===== src/rtl/otter_intr_pkg.sv =====
// Shared addresses, FSM state and cause record for the OTTER interrupt controller.
package otter_intr_pkg;

    localparam logic [31:0] ENABLE_AD = 32'h1124_0000;
    localparam logic [31:0] PEND_AD   = 32'h1124_4000;
    localparam logic [31:0] CAUSE_AD  = 32'h1124_8000;
    localparam logic [31:0] ACK_AD    = 32'h1124_C000;

    typedef enum logic [1:0] {IDLE, ASSERT, WAIT_ACK} intr_state_t;

    typedef struct packed {
        logic       valid;
        logic [7:0] src_id;
    } cause_t;

    function automatic logic [31:0] cause_word(input cause_t c);
        return {c.valid, 23'b0, c.src_id};
    endfunction

endpackage


===== src/rtl/intr_edge_capture.sv =====
// One interrupt source: optional 2-flop synchroniser (INTR_SYNC_EN) then rising-edge detect.
module intr_edge_capture (
    input  logic CLK,
    input  logic RST_N,
    input  logic irq,
    output logic rise
);

    logic s;
    logic src_q;

`ifdef INTR_SYNC_EN
    logic [1:0] sync;
    always_ff @(posedge CLK or negedge RST_N) begin
        if (!RST_N) sync <= '0;
        else        sync <= {sync[0], irq};
    end
    assign s = sync[1];
`else
    assign s = irq;
`endif

    always_ff @(posedge CLK or negedge RST_N) begin
        if (!RST_N) src_q <= 1'b0;
        else        src_q <= s;
    end

    assign rise = s & ~src_q;

endmodule


===== src/rtl/otter_intr_ctrl.sv =====
// IOBUS interrupt controller: edge-captured pending bits, enable mask, fixed-priority dispatch
// with ACK hold-off. Define INTR_SYNC_EN to synchronise IRQ_SRC before edge capture.
module otter_intr_ctrl
    import otter_intr_pkg::*;
#(
    parameter int N_SRC      = 4,
    parameter int INTR_PULSE = 2
) (
    input  logic             CLK,
    input  logic             RST_N,
    input  logic [N_SRC-1:0] IRQ_SRC,
    input  logic [31:0]      IOBUS_ADDR,
    input  logic [31:0]      IOBUS_OUT,
    input  logic             IOBUS_WR,
    output logic [31:0]      IOBUS_RD,
    output logic             INTR
);

    localparam int CW = (INTR_PULSE > 1) ? $clog2(INTR_PULSE) : 1;

    logic [N_SRC-1:0] rise, enable, pend, pend_nxt, ready, w1c, sel_oh;
    logic [7:0]       sel_id;
    logic [CW-1:0]    pulse_cnt, pulse_cnt_nxt;
    logic             intr_nxt, disp;
    intr_state_t      state, state_nxt;
    cause_t           cause, cause_nxt;
    logic             en_wr, pend_wr, ack_wr;
    logic             unused_iobus;

    assign unused_iobus = ^IOBUS_OUT[31:N_SRC];

    for (genvar g = 0; g < N_SRC; g++) begin : g_cap
        intr_edge_capture u_cap (
            .CLK  (CLK),
            .RST_N(RST_N),
            .irq  (IRQ_SRC[g]),
            .rise (rise[g])
        );
    end

    assign en_wr   = IOBUS_WR && (IOBUS_ADDR == ENABLE_AD);
    assign pend_wr = IOBUS_WR && (IOBUS_ADDR == PEND_AD);
    assign ack_wr  = IOBUS_WR && (IOBUS_ADDR == ACK_AD);
    assign w1c     = pend_wr ? IOBUS_OUT[N_SRC-1:0] : '0;
    assign ready   = pend & enable;

    // Lowest index wins: scan downward so the last hit is the smallest.
    always_comb begin
        sel_id = '0;
        sel_oh = '0;
        for (int i = N_SRC - 1; i >= 0; i--) begin
            if (ready[i]) begin
                sel_id    = 8'(i);
                sel_oh    = '0;
                sel_oh[i] = 1'b1;
            end
        end
    end

    always_comb begin
        state_nxt     = state;
        intr_nxt      = INTR;
        pulse_cnt_nxt = pulse_cnt;
        cause_nxt     = cause;
        disp          = 1'b0;
        case (state)
            IDLE: if (|ready) begin
                disp          = 1'b1;
                cause_nxt     = '{valid: 1'b1, src_id: sel_id};
                intr_nxt      = 1'b1;
                pulse_cnt_nxt = CW'(INTR_PULSE - 1);
                state_nxt     = ASSERT;
            end
            ASSERT: if (pulse_cnt == '0) begin
                intr_nxt  = 1'b0;
                state_nxt = WAIT_ACK;
            end else begin
                pulse_cnt_nxt = pulse_cnt - CW'(1);
            end
            // ACK retires the whole cause record so CAUSE reads back 0 while idle.
            WAIT_ACK: if (ack_wr) begin
                cause_nxt = '0;
                state_nxt = IDLE;
            end
            default: state_nxt = IDLE;
        endcase
        // New edges win over both W1C and the dispatch clear.
        pend_nxt = (pend & ~w1c & ~(disp ? sel_oh : '0)) | rise;
    end

    always_ff @(posedge CLK or negedge RST_N) begin
        if (!RST_N) begin
            state     <= IDLE;
            INTR      <= 1'b0;
            pulse_cnt <= '0;
            cause     <= '0;
            pend      <= '0;
            enable    <= '0;
        end else begin
            state     <= state_nxt;
            INTR      <= intr_nxt;
            pulse_cnt <= pulse_cnt_nxt;
            cause     <= cause_nxt;
            pend      <= pend_nxt;
            if (en_wr) enable <= IOBUS_OUT[N_SRC-1:0];
        end
    end

    always_comb begin
        case (IOBUS_ADDR)
            ENABLE_AD: IOBUS_RD = {{(32-N_SRC){1'b0}}, enable};
            PEND_AD:   IOBUS_RD = {{(32-N_SRC){1'b0}}, pend};
            CAUSE_AD:  IOBUS_RD = cause_word(cause);
            default:   IOBUS_RD = '0;
        endcase
    end

endmodule


===== config.mk =====
export PLATFORM = sky130hd
export DESIGN_NAME = otter_intr_ctrl
export DESIGN_NICKNAME = d
export VERILOG_FILES = /design/src/rtl/otter_intr_pkg.sv /design/src/rtl/intr_edge_capture.sv /design/src/rtl/otter_intr_ctrl.sv
export SDC_FILE = /design/constraint.sdc
export NUM_CORES = 1
export LEC_CHECK = 0
export ABC_AREA = 0
export BUFFER_PORTS_ARGS = -buffer_cell sky130_fd_sc_hd__buf_2
export CAP_MARGIN = 5
export CORE_MARGIN = 1.5
export CORE_UTILIZATION = 37
export CTS_CLUSTER_DIAMETER = 100
export CTS_CLUSTER_SIZE = 8
export DETAILED_ROUTE_END_ITERATION = 8
export PLACE_DENSITY = 0.76
export SYNTH_ARGS = -nofsm -noshare
export SYNTH_HDL_FRONTEND = slang
export SYNTH_SLANG_ARGS = --single-unit

===== constraint.sdc =====
create_clock -name CLK -period 1.7 [get_ports CLK]
set_input_delay 0.085 -clock CLK [delete_from_list [all_inputs] [get_ports CLK]]
set_output_delay 0.085 -clock CLK [all_outputs]
set_load 0.05 [all_outputs]

### Word level (Yosys, flattened, before mapping)

Index checks and enable logic that the tools add are counted.

| cells by class | value |
|---|---|
| add/subtract/negate cells | 1 |
| mux-type cells | 25 |
| reduce and logical (&&, ||, !) cells | 11 |
| equal/unequal tests | 9 |
| bitwise logic cells | 14 |

Operator list:

| operator | number |
|---|---|
| $eq 32x29->1 const B | 4 |
| $pmux 32 s3 | 1 |
| $mux 4 | 6 |
| $mux 8 | 3 |
| $mux 9 | 2 |
| $pmux 9 s2 | 1 |
| $and 4x4->4 | 3 |
| $reduce_and 3->1 | 3 |
| $mux 2 | 4 |
| $not 4->4 | 2 |
| $ne 2x2->1 const B | 3 |
| $pmux 2 s3 | 1 |
| $mux 1 | 5 |
| $and 1x1->1 | 4 |
| $not 1->1 | 4 |
| $or 4x4->4 | 1 |
| $pmux 1 s2 | 2 |
| $reduce_bool 2->1 | 2 |
| $reduce_or 4->1 | 1 |
| $logic_and 1x1->1 | 3 |
| $eq 2x1->1 const B | 1 |
| $eq 2x2->1 const B | 1 |
| $logic_not 2->1 | 1 |
| $reduce_and 2->1 | 1 |
| $sub 1x1->1 const B | 1 |

| storage, ports and cells | value |
|---|---|
| bits in registers | 25 |

### Depth between registers and ports, before layout

| logic depth | value |
|---|---|
| depth in word-level cells | 9 |
| depth in mapped cells | 5 |

### Hierarchy

A second synthesis with hierarchy kept.

| unflattened totals | value |
|---|---|
| cells, all modules | 144 |
| area, all modules | 1413.9 sq um |

Modules (own cells, without submodules):

| module | cells each | times used | area an instance (sq um) |
|---|---|---|---|
| otter_intr_ctrl | 136 | 1 | 1258.7 |
| intr_edge_capture | 2 | 4 | 38.8 |

### Worst setup path after synthesis

Ideal clock, no wire load.

| timing path | value |
|---|---|
| kind | input -> output |
| start | input port IOBUS_ADDR[11] |
| end | output port IOBUS_RD[2] |
| buffers on the path | 0 |
| arrival | 2.036 ns |
| stages on the path | 4 |
| setup slack | -0.421 ns |
| cells stage by stage | nor4_1 > nand4_2 > or2_2 > nor3_1 |

| on the way | value |
|---|---|
| longest elaborated chain between the ends | 2 |
| elaborated cells on any way between the ends | 4 |
| those cells by class | eq/ne: 3; mux: 1 |

RTL lines:

| element | RTL line | source |
|---|---|---|
| start: declaration | otter_intr_ctrl.sv:12 | `input logic [31:0] IOBUS_ADDR,` |
| $eq 32x29->1 | otter_intr_ctrl.sv:110 | `case (IOBUS_ADDR)` |
| $pmux 32 s3 * | otter_intr_ctrl.sv:110 |  |
| end: declaration | otter_intr_ctrl.sv:15 | `output logic [31:0] IOBUS_RD,` |

Mark *: on every way between the ends. The rest lies on a longest branch, timed or not.

### Worst setup path after layout

| timing path | value |
|---|---|
| start | input port IOBUS_ADDR[11] |
| end | output port IOBUS_RD[3] |

Same word-level chain as after synthesis.

==> results.md <==
* CTS sink cnt at 19
* Most common cell after layout, fill and taps aside: buf_2
* Core Util, Final at 48.5%
* Port bufs at 48
* Multiplexer share of the synthesized area at 7.58%
* Worst EP required at roughly 1.6 ns
* Crit Path Class: in2out
* Starting DRT DRC Count at 29
* Max_cap viols at 0
* Synth Area in XOR/XNOR at 0%
* Simple-gate share of the synthesized area at 29.3%
* Worst Hold Path EP: enable[2]
* Worst-skew pair later-pin latency at just under 0.3 ns
* Worst-path maximum fanout at 4
* Pwr/cell area at 568 mW/mm^2
* Cell internal pwr at 0.611 mW
* Starting Density at 39.0%
* Sequential share of the synthesized area at 36.0%
* Share of layout cells above drive strength 1 at ~37%
* Switching power at around 0.32 mW
* Post-DR wirelength/cell at 11.1 um
* Via density at 4.57
* Die Ht at between 60 and 70 um
* Overall Global Routing Usage at approximately 13%
* Hold Vio Cnt, Final at 0
* Reg power frac at 49.0%
* Largest net degree at the start of global routing at 20
* CP bufs+invs at 2
* Die footprint at 0.00394 sq mm
* Initial antenna violation count at 0
* Synthesis Warnings at 0
* CP delay by family, top: simple AND/OR/NAND/NOR gates
* Hold-critical path depth at 2
* Hold Crit Class: in2reg
* Synthesized area at 0.00132 sq mm
* Final Slew Violations at 0
* CP max-delay cell: or2_2
* Synth top area cells: dfrtp_1, buf_4, nor4_4, mux2_4, nor2b_1
* Worst setup margin at 0.0936 ns
* Num CTS Buffers at 3
* Die Width at 62.8 um
* DRC Markers at 0
* Fin Clk Skew at 0.00106 ns
* Post-detail-place hpwl at 2.13 mm
* Grt ovf at 0
* Syn-to-layout area delta at 24.3%
* Seq cells post-synth at 19
* Worst-path clk slew at ~0.1 ns
* Max H-tree Level at 1
* Worst Reg-to-Reg Cells at 3
* Outcome: finished clean
* Synth Area in Compound Gates at between 10% and 20%
* Total power at between 0.9 and 1 mW
* Detailed Route WL at 2.67 mm
* Syn_area_per_cell at 9.86 sq um
* Dpl ws at 0.00968 ns
* Reg2reg start: state[0]
* CP cell instances: buf_2 > nor4_2 > nand4_2 > or2_2 > nor3_1 > clkbuf_4
* Synth unique cells at 31
* Diode count at 0
* Final setup viols at 0
* Hold_sp: IOBUS_OUT[2]
* DRT antenna net count at 0
* Most frequent cells in the layout: buf_2, conb_1, dfrtp_1, nand2_1, nor2_1
* Internal reg-to-reg setup slack at about 0.26 ns
* Part of the power in the clock network at 24.2%
* Post-Syn Instances at 134
* Fmax at 623 MHz
* CP endpoint kind: primary output
* Gate power share at 26.8%
* Num ports at approximately 100
* Largest family of logic cells by synthesized area: simple AND/OR/NAND/NOR gates
* Yosys top cell area share at 36.0%
* TritonCTS clock tree: yes
* R2r endpoint: cause[8]
* Fillers at 327
* Post-Synth Adder-Cell Area at 0%
* Synth area leader: dfrtp_1
* Clk root buf: clkbuf_4
* Core area at 0.00339 sq mm
* Vias in the first global route at 1024
* Tmin final at 1.61 ns
* Placer congestion estimate at 0.774
* First-pass GRT wire length at 4.28 mm
* Critical Path Source Type: primary input
* Setup bufs post-CTS at 0
* Sw frac at about 35%
* DR pass1 iterations at 4
* Via count at around 1100
* CP Data Arrival Time at 1.52 ns
* Max IR drop VDD at roughly 0.28 mV
* Crit path from: IOBUS_ADDR[11]
* Worst path max stage delay at 0.36 ns
* Setup TNS Final at 0 ns
* Clock buffer depth at 2
* Leak pwr at ~0.8 nW
* # rows at 21
* Fin nets at about 270
* Tcrit/Tclk final at 94.5%
cell families (layout without fill, tap and decap cells):
| family | count (synthesis) | count (layout) |
|---|---|---|
| and+or+nand+nor | 52 | 52 |
| buffers and inverters | 32 | 67 |
| DFF | 19 | 19 |
| other | 1 | 27 |
| AOI/OAI and AO/OA | 22 | 22 |
| muxes | 8 | 8 |
sequential cells by signal (all words and copies together) (netlist names):
| register | cells |
|---|---|
| INTR | 1 |
| cause | 3 |
| enable | 4 |
| g_cap.u_cap.src_q | 4 |
| pend | 4 |
| pulse_cnt | 1 |
| state | 2 |
cell usage after synthesis (all sizes together):
cell type,instances
a31oi,4
o21ai,3
clkbuf,1
nor4b,4
or3,2
nor2b,8
or2,1
nand4,3
a21oi,8
and3,1
mux2i,4
conb,1
nand2,11
nand2b,1
nor3,3
a22o,2
a32oi,1
a22oi,1
nor4,6
o22ai,2
buf,27
dfrtp,19
o31ai,1
nand3,3
mux2,4
inv,4
nor2,9
repair_timing:
action	4_1_cts	5_1_grt
endpoints found under the setup margin	0	2
endpoints found under the hold margin	23	0
hold buffers	5	0
gates resized for setup	0	3
per-stage QoR:
step | hold slack (ns) | area, sq um | cells
2_1_floorplan | -0.211 | 1420 | 160
3_3_place_gp | 0.0460 | 1560 | 232
3_5_place_dp | 0.0510 | 1560 | 232
4_1_cts | 0.0141 | 1630 | 241
5_1_grt | 0.0190 | 1640 | 241
6_report | 0.0273 | 1640 | 241
cell type report:
type / count / area (sq um) / share of cell area (%)
Tap cell: 46 / 57.6 / 3.50
Inverter: 4 / 15.0 / 0.914
Timing Repair Buffer: 59 / 340 / 20.7
Clock buffer: 4 / 26.3 / 1.60
Multi-Input combinational cell: 109 / 728 / 44.3
Sequential cell: 19 / 475 / 28.9
how the worst max path moves through the flow:
stage / end / slack, ns / cells past startpoint
final: IOBUS_RD[3] / 0.09 / 6
after global routing: IOBUS_RD[3] / -0.006 / 6
after CTS: IOBUS_RD[3] / 0.005 / 6
after detailed placement: IOBUS_RD[3] / 0.01 / 6
after global placement: IOBUS_RD[3] / 0.008 / 6
after floorplan: IOBUS_RD[2] / -0.42 / 4
power by group through the flow:
stage	combinational, mW	sequential (mW)	clock, mW
floorplan	0.214	0.466	0
global placement	0.239	0.466	0
detailed placement	0.242	0.467	0
CTS	0.251	0.458	0.237
global route	0.265	0.458	0.251
finish	0.251	0.458	0.226
routing by layer:
| metal | vias to the layer above | track usage (%) | part of all wire [%] |
|---|---|---|---|
| met3 | 2 | 2.88 | 8.8 |
| met1 | 499 | 16.3 | 41 |
| li1 | 549 | - | - |
| met4 | 0 | 4.17 | 0.60 |
| met5 | - | 0 | 0 |
| met2 | 52 | 23.8 | 49 |
Note: power is estimated with default switching activity, not from simulation.
